**config.mk**
```make
export PLATFORM = sky130hd
export DESIGN_NAME = display_scan_tx_flat
export DESIGN_NICKNAME = d
export VERILOG_FILES = /design/src/rtl/display_scan_tx_pkg.sv /design/src/rtl/display_scan_tx_if.sv /design/src/rtl/display_scan_tx_bit_timer.sv /design/src/rtl/display_scan_tx.sv /design/src/flat_wrapper.sv
export SDC_FILE = /design/constraint.sdc
export NUM_CORES = 1
export LEC_CHECK = 0
export BUFFER_PORTS_ARGS = -buffer_cell sky130_fd_sc_hd__buf_2
export CORE_ASPECT_RATIO = 0.9
export CORE_MARGIN = 2
export CORE_UTILIZATION = 35
export CTS_CLUSTER_SIZE = 28
export DETAILED_ROUTE_END_ITERATION = 16
export PLACE_DENSITY_LB_ADDON = 0.3
export SYNTH_ARGS = -nofsm -noshare
export SYNTH_HDL_FRONTEND = slang
export SYNTH_SLANG_ARGS = --single-unit
```
**constraint.sdc**
```tcl
create_clock -name clk -period 2.4 [get_ports clk]
set_input_delay 0.6 -clock clk [delete_from_list [all_inputs] [get_ports clk]]
set_output_delay 0.6 -clock clk [all_outputs]
set_load 0.005 [all_outputs]
```
**src/rtl/display_scan_tx_pkg.sv**
```systemverilog
// Shared types and sizing helpers for the DisplayBuffer panel scanner.
package display_scan_tx_pkg;

  typedef enum logic [1:0] {
    IDLE,
    LOAD,
    SHIFT,
    LATCH
  } scan_state_e;

  localparam int unsigned DEFAULT_BUFFER_SIZE = 256;
  localparam int unsigned DEFAULT_ROWS        = 8;
  localparam int unsigned ROW_WIDTH           = DEFAULT_BUFFER_SIZE / DEFAULT_ROWS;

  function automatic int unsigned row_width(input int unsigned size, input int unsigned rows);
    return size / rows;
  endfunction

  // Counter width for a modulus of n, never narrower than one bit.
  function automatic int unsigned cnt_w(input int unsigned n);
    return (n <= 1) ? 1 : $clog2(n);
  endfunction

  function automatic int unsigned row_cnt_w(input int unsigned rows);
    return cnt_w(rows);
  endfunction

  function automatic int unsigned bit_cnt_w(input int unsigned rw);
    return cnt_w(rw);
  endfunction

endpackage

```
**src/rtl/display_scan_tx_if.sv**
```systemverilog
// Shift-register LED panel signals plus frame status, as seen by the scanner and its consumer.
interface display_scan_tx_if #(
  parameter int unsigned ROWS = 8
);
  import display_scan_tx_pkg::row_cnt_w;

  logic                        SCLK;
  logic                        SDATA;
  logic                        LATCH;
  logic                        BLANK;
  logic [row_cnt_w(ROWS)-1:0]  ROW_SEL;
  logic                        FRAME_DONE;
  logic                        BUSY;

  modport master (
    output SCLK,
    output SDATA,
    output LATCH,
    output BLANK,
    output ROW_SEL,
    output FRAME_DONE,
    output BUSY
  );

  modport slave (
    input SCLK,
    input SDATA,
    input LATCH,
    input BLANK,
    input ROW_SEL,
    input FRAME_DONE,
    input BUSY
  );

endinterface

```
**src/rtl/display_scan_tx_bit_timer.sv**
```systemverilog
// HALF-cycle pacing timer for the panel shift clock; cleared by the scanner on every state change.
module display_bit_timer
  import display_scan_tx_pkg::*;
#(
  parameter int unsigned HALF = 2
) (
  input  logic clk,
  input  logic rst_n,
  input  logic clr,
  output logic half_tick,
  output logic bit_tick,
  output logic sclk_phase
);

  localparam int unsigned   TW   = cnt_w(HALF);
  localparam logic [TW-1:0] LAST = TW'(HALF - 1);

  logic [TW-1:0] tmr;
  logic          phase;

  assign half_tick  = (tmr == LAST);
  assign bit_tick   = half_tick & phase;
  assign sclk_phase = phase;

  always_ff @(posedge clk or negedge rst_n) begin
    if (!rst_n) begin
      tmr   <= '0;
      phase <= 1'b0;
    end else if (clr) begin
      tmr   <= '0;
      phase <= 1'b0;
    end else if (half_tick) begin
      tmr   <= '0;
      phase <= ~phase;
    end else begin
      tmr <= tmr + 1'b1;
    end
  end

endmodule

```
**src/rtl/display_scan_tx.sv**
```systemverilog
// Snapshots the DisplayBuffer once per frame and serialises it row by row, MSB first,
// to a shift-register LED panel.
module display_scan_tx
  import display_scan_tx_pkg::*;
#(
  parameter int unsigned DisplayBufferSize = 256,
  parameter int unsigned ROWS              = 8,
  parameter int unsigned HALF              = 2
) (
  input  logic                         clk,
  input  logic                         RESET,
  input  logic                         EN,
  input  logic [DisplayBufferSize-1:0] DisplayBuffer,
  display_scan_tx_if.master            panel
);

  localparam int unsigned    RW       = row_width(DisplayBufferSize, ROWS);
  localparam int unsigned    RCW      = row_cnt_w(ROWS);
  localparam int unsigned    BCW      = bit_cnt_w(RW);
  localparam logic [RCW-1:0] ROW_LAST = RCW'(ROWS - 1);
  localparam logic [BCW-1:0] BIT_LAST = BCW'(RW - 1);

  scan_state_e              state, state_n;
  logic [DisplayBufferSize-1:0] snap;
  logic [RW-1:0]            shreg;
  logic [RCW-1:0]           row;
  logic [RCW-1:0]           row_sel;
  logic [BCW-1:0]           bit_cnt;
  logic                     frame_done;

  logic do_load, do_shift, enter_latch, exit_latch;
  logic half_tick, bit_tick, sclk_phase;

  display_bit_timer #(
    .HALF(HALF)
  ) u_timer (
    .clk        (clk),
    .rst_n      (RESET),
    .clr        (state_n != state),
    .half_tick  (half_tick),
    .bit_tick   (bit_tick),
    .sclk_phase (sclk_phase)
  );

  always_comb begin
    state_n     = state;
    do_load     = 1'b0;
    do_shift    = 1'b0;
    enter_latch = 1'b0;
    exit_latch  = 1'b0;
    unique case (state)
      IDLE: begin
        if (EN) state_n = LOAD;
      end
      LOAD: begin
        do_load = 1'b1;
        state_n = SHIFT;
      end
      SHIFT: begin
        if (bit_tick) begin
          do_shift = 1'b1;
          if (bit_cnt == BIT_LAST) begin
            enter_latch = 1'b1;
            state_n     = LATCH;
          end
        end
      end
      LATCH: begin
        if (half_tick) begin
          exit_latch = 1'b1;
          if (row == ROW_LAST) state_n = EN ? LOAD : IDLE;
          else                 state_n = LOAD;
        end
      end
      default: state_n = IDLE;
    endcase
  end

  // Row 0 loads straight from the input because the snapshot is captured on that same edge.
  always_ff @(posedge clk or negedge RESET) begin
    if (!RESET) begin
      state      <= IDLE;
      snap       <= '0;
      shreg      <= '0;
      row        <= '0;
      row_sel    <= '0;
      bit_cnt    <= '0;
      frame_done <= 1'b0;
    end else begin
      state      <= state_n;
      frame_done <= 1'b0;
      if (do_load) begin
        if (row == '0) begin
          snap  <= DisplayBuffer;
          shreg <= DisplayBuffer[RW-1:0];
        end else begin
          shreg <= snap[row*RW +: RW];
        end
        bit_cnt <= '0;
      end
      if (do_shift) begin
        shreg   <= {shreg[RW-2:0], 1'b0};
        bit_cnt <= (bit_cnt == BIT_LAST) ? '0 : bit_cnt + 1'b1;
      end
      if (enter_latch) row_sel <= row;
      if (exit_latch) begin
        if (row == ROW_LAST) begin
          row        <= '0;
          frame_done <= 1'b1;
        end else begin
          row <= row + 1'b1;
        end
      end
    end
  end

  assign panel.SCLK       = (state == SHIFT) & sclk_phase;
  assign panel.SDATA      = (state == SHIFT) & shreg[RW-1];
  assign panel.LATCH      = (state == LATCH);
  assign panel.BLANK      = !((state == LOAD) || (state == SHIFT));
  assign panel.ROW_SEL    = row_sel;
  assign panel.FRAME_DONE = frame_done;
  assign panel.BUSY       = (state != IDLE);

endmodule

```
**src/flat_wrapper.sv**
```systemverilog
// flat-port wrapper written by rule: the top's interface ports become plain ports
module display_scan_tx_flat import display_scan_tx_pkg::*;
#(
  parameter int unsigned DisplayBufferSize = 256,
  parameter int unsigned ROWS              = 8,
  parameter int unsigned HALF              = 2
)
  (clk, RESET, EN, DisplayBuffer, panel_SCLK, panel_SDATA, panel_LATCH, panel_BLANK, panel_ROW_SEL, panel_FRAME_DONE, panel_BUSY);
  display_scan_tx_if #(.ROWS(ROWS)) panel_i ();
  input  logic clk;
  input  logic RESET;
  input  logic EN;
  input  logic [DisplayBufferSize-1:0] DisplayBuffer;
  output wire logic [$bits(panel_i.SCLK)-1:0] panel_SCLK;
  output wire logic [$bits(panel_i.SDATA)-1:0] panel_SDATA;
  output wire logic [$bits(panel_i.LATCH)-1:0] panel_LATCH;
  output wire logic [$bits(panel_i.BLANK)-1:0] panel_BLANK;
  output wire logic [$bits(panel_i.ROW_SEL)-1:0] panel_ROW_SEL;
  output wire logic [$bits(panel_i.FRAME_DONE)-1:0] panel_FRAME_DONE;
  output wire logic [$bits(panel_i.BUSY)-1:0] panel_BUSY;
  assign panel_SCLK = panel_i.SCLK;
  assign panel_SDATA = panel_i.SDATA;
  assign panel_LATCH = panel_i.LATCH;
  assign panel_BLANK = panel_i.BLANK;
  assign panel_ROW_SEL = panel_i.ROW_SEL;
  assign panel_FRAME_DONE = panel_i.FRAME_DONE;
  assign panel_BUSY = panel_i.BUSY;
  display_scan_tx #(.DisplayBufferSize(DisplayBufferSize), .ROWS(ROWS), .HALF(HALF)) u_core (.clk(clk), .RESET(RESET), .EN(EN), .DisplayBuffer(DisplayBuffer), .panel(panel_i));
endmodule
```
==> metrics.yaml <==
timing:
  finalSetupTns_ns: 0
  setup_viol: 0
  rsz0062_at_grt: "no"
  setup_ws_ns: 0.151
  max_slew_margin: 0.599
  clock_skew_ns: 0.0128
  hold_violations: 0
  drv_slew: 0
  fin_crit_ns: 2.25
  worst_pin_slew_ns: 0.601
  finalCritPeriodShare: 0.937
  fmax_mhz: 445
logic_synthesis:
  synth_area_mm2: 0.0150
  yosysMostFrequentCell: "dfrtp_1"
  avgSynthCellArea_um2: 14.5
  ys_seq_area_frac: 0.507
  ys_top_cells_by_count: "dfrtp_1, mux2_4, mux2_1"
  synth_top_cell_by_area: "dfrtp_1"
  synth_cell_types: 43
  syn_nets: 1303
  synthCells: 1034
  synth_top_area_frac: 0.507
  synth_edf_count: 0
  ys_seq_elements: 304
  ys.flop_type: "dfrtp_1"
  ys_top_cells_by_area: "dfrtp_1, mux2_4, mux2_1"
  synth_warnings: 0
  ys_async_sr_fraction: 1.00
power_and_ir_drop:
  swShare: 0.224
  p_switching_uw: 2690
  p_leak_uw: 0.00921
  seqPwrFrac: 0.457
  pwr-share-clk: 0.473
  powerDensity_mw_per_mm2: 656
  pwr-share-comb: 0.069
  ir_drop_mv: 0.431
  power_uw: 12000
  p_int_uw: 9330
route:
  antenna_left: 0
  wl_per_cell_um: 20.4
  first_iter_violations: 489
  routed_wl_mm: 38.5
  drc: 0
  post_drt_via_cell_ratio: 5.01
  dr_total_vias: 9455
  first_pass_iters: 7
clock_network:
  post-cts-setup-buffers: 0
  clkLatencyLatePin_ns: 0.54
  clockBufferDepth: 3
  cts_root_buf: "clkbuf_16"
  cts_htree_levels: 2
  cts_tree: "yes"
  path_clk_slew_ns: 0.06
  cts_buffers: 36
  cts_sinks: 304
layout:
  syn_to_final_growth_pct: 22.2
  layout.cells.non_filler: 1886
  fin_nets: 1580
  nFillCells: 3839
  drive_gt1_frac: 0.442
  multiInputGateArea_mm2: 0.00678
  regArea_mm2: 0.00761
critical_path:
  crit_required_ns: 1.80
  crit_path_start_kind: "flip-flop"
  worstSetupEndpointType: "output pin"
  arrival_ns: 1.65
  worstPathMaxFanout: 7
  path_class: "flip-flop to output pin"
die:
  core.rowCount: 71
  start_util: 0.357
  core_area_mm2: 0.0420
  dieArea_mm2: 0.0445
  ioPinCount: 268
  chipHeight_um: 200
  die_w_um: 222
place:
  gp_congestion: 0.804
  pre_cts_ws_ns: 0.287
  io_buffers: 267
  dp.cells: 1819
  post-dp-hpwl_mm: 26.5
global_routing:
  overflow: 0
  grt_pass1_wl_mm: 61.2
  grt_pass1_vias: 10241
  grt_usage: 0.176
  antenna_found_initial: 5
  grt_max_degree: 85
min_path:
  hold_class: "input port to flip-flop"
flow_run:
  cap_violations: 0
status:
  status: "finished, final reports clean"
==> routing by layer <==
| metal | track usage | share of wire | wire length (um) |
|---|---|---|---|
| met1 | 0.233 | 0.45 | 17300 |
| met2 | 0.290 | 0.48 | 18500 |
| met3 | 0.0446 | 0.052 | 2010 |
| met4 | 0.0391 | 0.017 | 672 |
| met5 | 0 | 0.0016 | 61 |
==> flip-flops by register name, indices dropped and copies added, names as in the netlist <==
signal                     cells
u_core.panel.FRAME_DONE        1
u_core.state                   2
u_core.snap                  256
u_core.u_timer.sclk_phase      1
u_core.u_timer.half_tick       1
u_core.shreg                  32
u_core.panel.ROW_SEL           3
u_core.bit_cnt                 5
u_core.row                     3
==> final cells by class <==
cell class,instances,area share
antenna,1,0.000137
clock buffer,49,0.0562
clock inverter,16,0.0113
inverter,6,0.00123
multi-input combinational,644,0.370
sequential,304,0.415
tap,547,0.0373
timing repair buffer,319,0.109
==> power groups by stage <==
stage          Clock [uW]  Sequential (uW)  Combinational, uW
4_1_cts              5900             5500                856
3_3_place_gp            0             5580                832
3_5_place_dp            0             5580                850
6_report             5690             5500                834
5_1_grt              6110             5520                923
2_1_floorplan           0             5540                415
==> worst max-delay path, stage by stage, from the launching register on <==
cell and delay [ns]:
dfrtp_1 0.45, inv_2 0.13, ha_2 0.24, and2_1 0.17, buf_2 0.12
==> layout by cell type, fill, tap and decap left out, types with 5 or more instances in the layout <==
cell / count
clkinv_2: 6
a211oi_1: 30
clkbuf_16: 36
clkbuf_1: 5
a21oi_1: 32
mux2i_1: 60
nand2_1: 17
buf_12: 20
buf_4: 31
nor2_1: 5
ha_1: 9
dfrtp_1: 303
o21ai_1: 5
o22ai_1: 60
nor3b_1: 30
o31ai_1: 32
clkbuf_8: 8
mux2_4: 200
mux2_1: 117
buf_2: 266
nand3b_1: 5
==> final timing paths <==
check | end | slack (ns) | cells after the start | start
setup / recovery | panel_SCLK | 0.15 | 4 | u_core.state[0]
hold / removal | u_core.snap[230] | 0.27 | 2 | DisplayBuffer[230]
setup reg to reg | u_core.shreg[9] | 0.28 | 6 | u_core.state[1]
hold reg to reg | u_core.shreg[7] | 0.48 | 2 | u_core.shreg[6]
max in group asynchronous | u_core.shreg[17] | 1.06 | 4 | RESET
min in group asynchronous | u_core.snap[255] | 0.52 | 2 | RESET
==> logic make-up (layout without fill, tap and decap cells) <==
kind of cell,count (synthesis),count (layout),share of synthesized area
AOI/OAI and AO/OA,171,171,0.0741
adders and majority gates,10,10,0.00834
DFF,304,304,0.507
and+or+nand+nor,78,78,0.0315
xor gates and xnor gates,1,1,0.000584
buffers and inverters,86,390,0.0420
muxes,384,384,0.336
other,0,1,0
==> what timing repair did <==
item,CTS,global route
setup endpoints to repair,0,2
endpoints found under the hold margin,17,0
gates resized for setup,0,2
hold buffers,1,0
==> stage by stage <==
stage	cell area, um^2	util	hold WS (ns)
after floorplan	15000	-	0.304
after global placement	17100	0.406	0.464
after detailed placement	17100	0.406	0.471
after CTS	18300	0.436	0.228
after global routing	18300	0.436	0.233
final	18300	0.436	0.266
(Power assumes the default switching activity.)
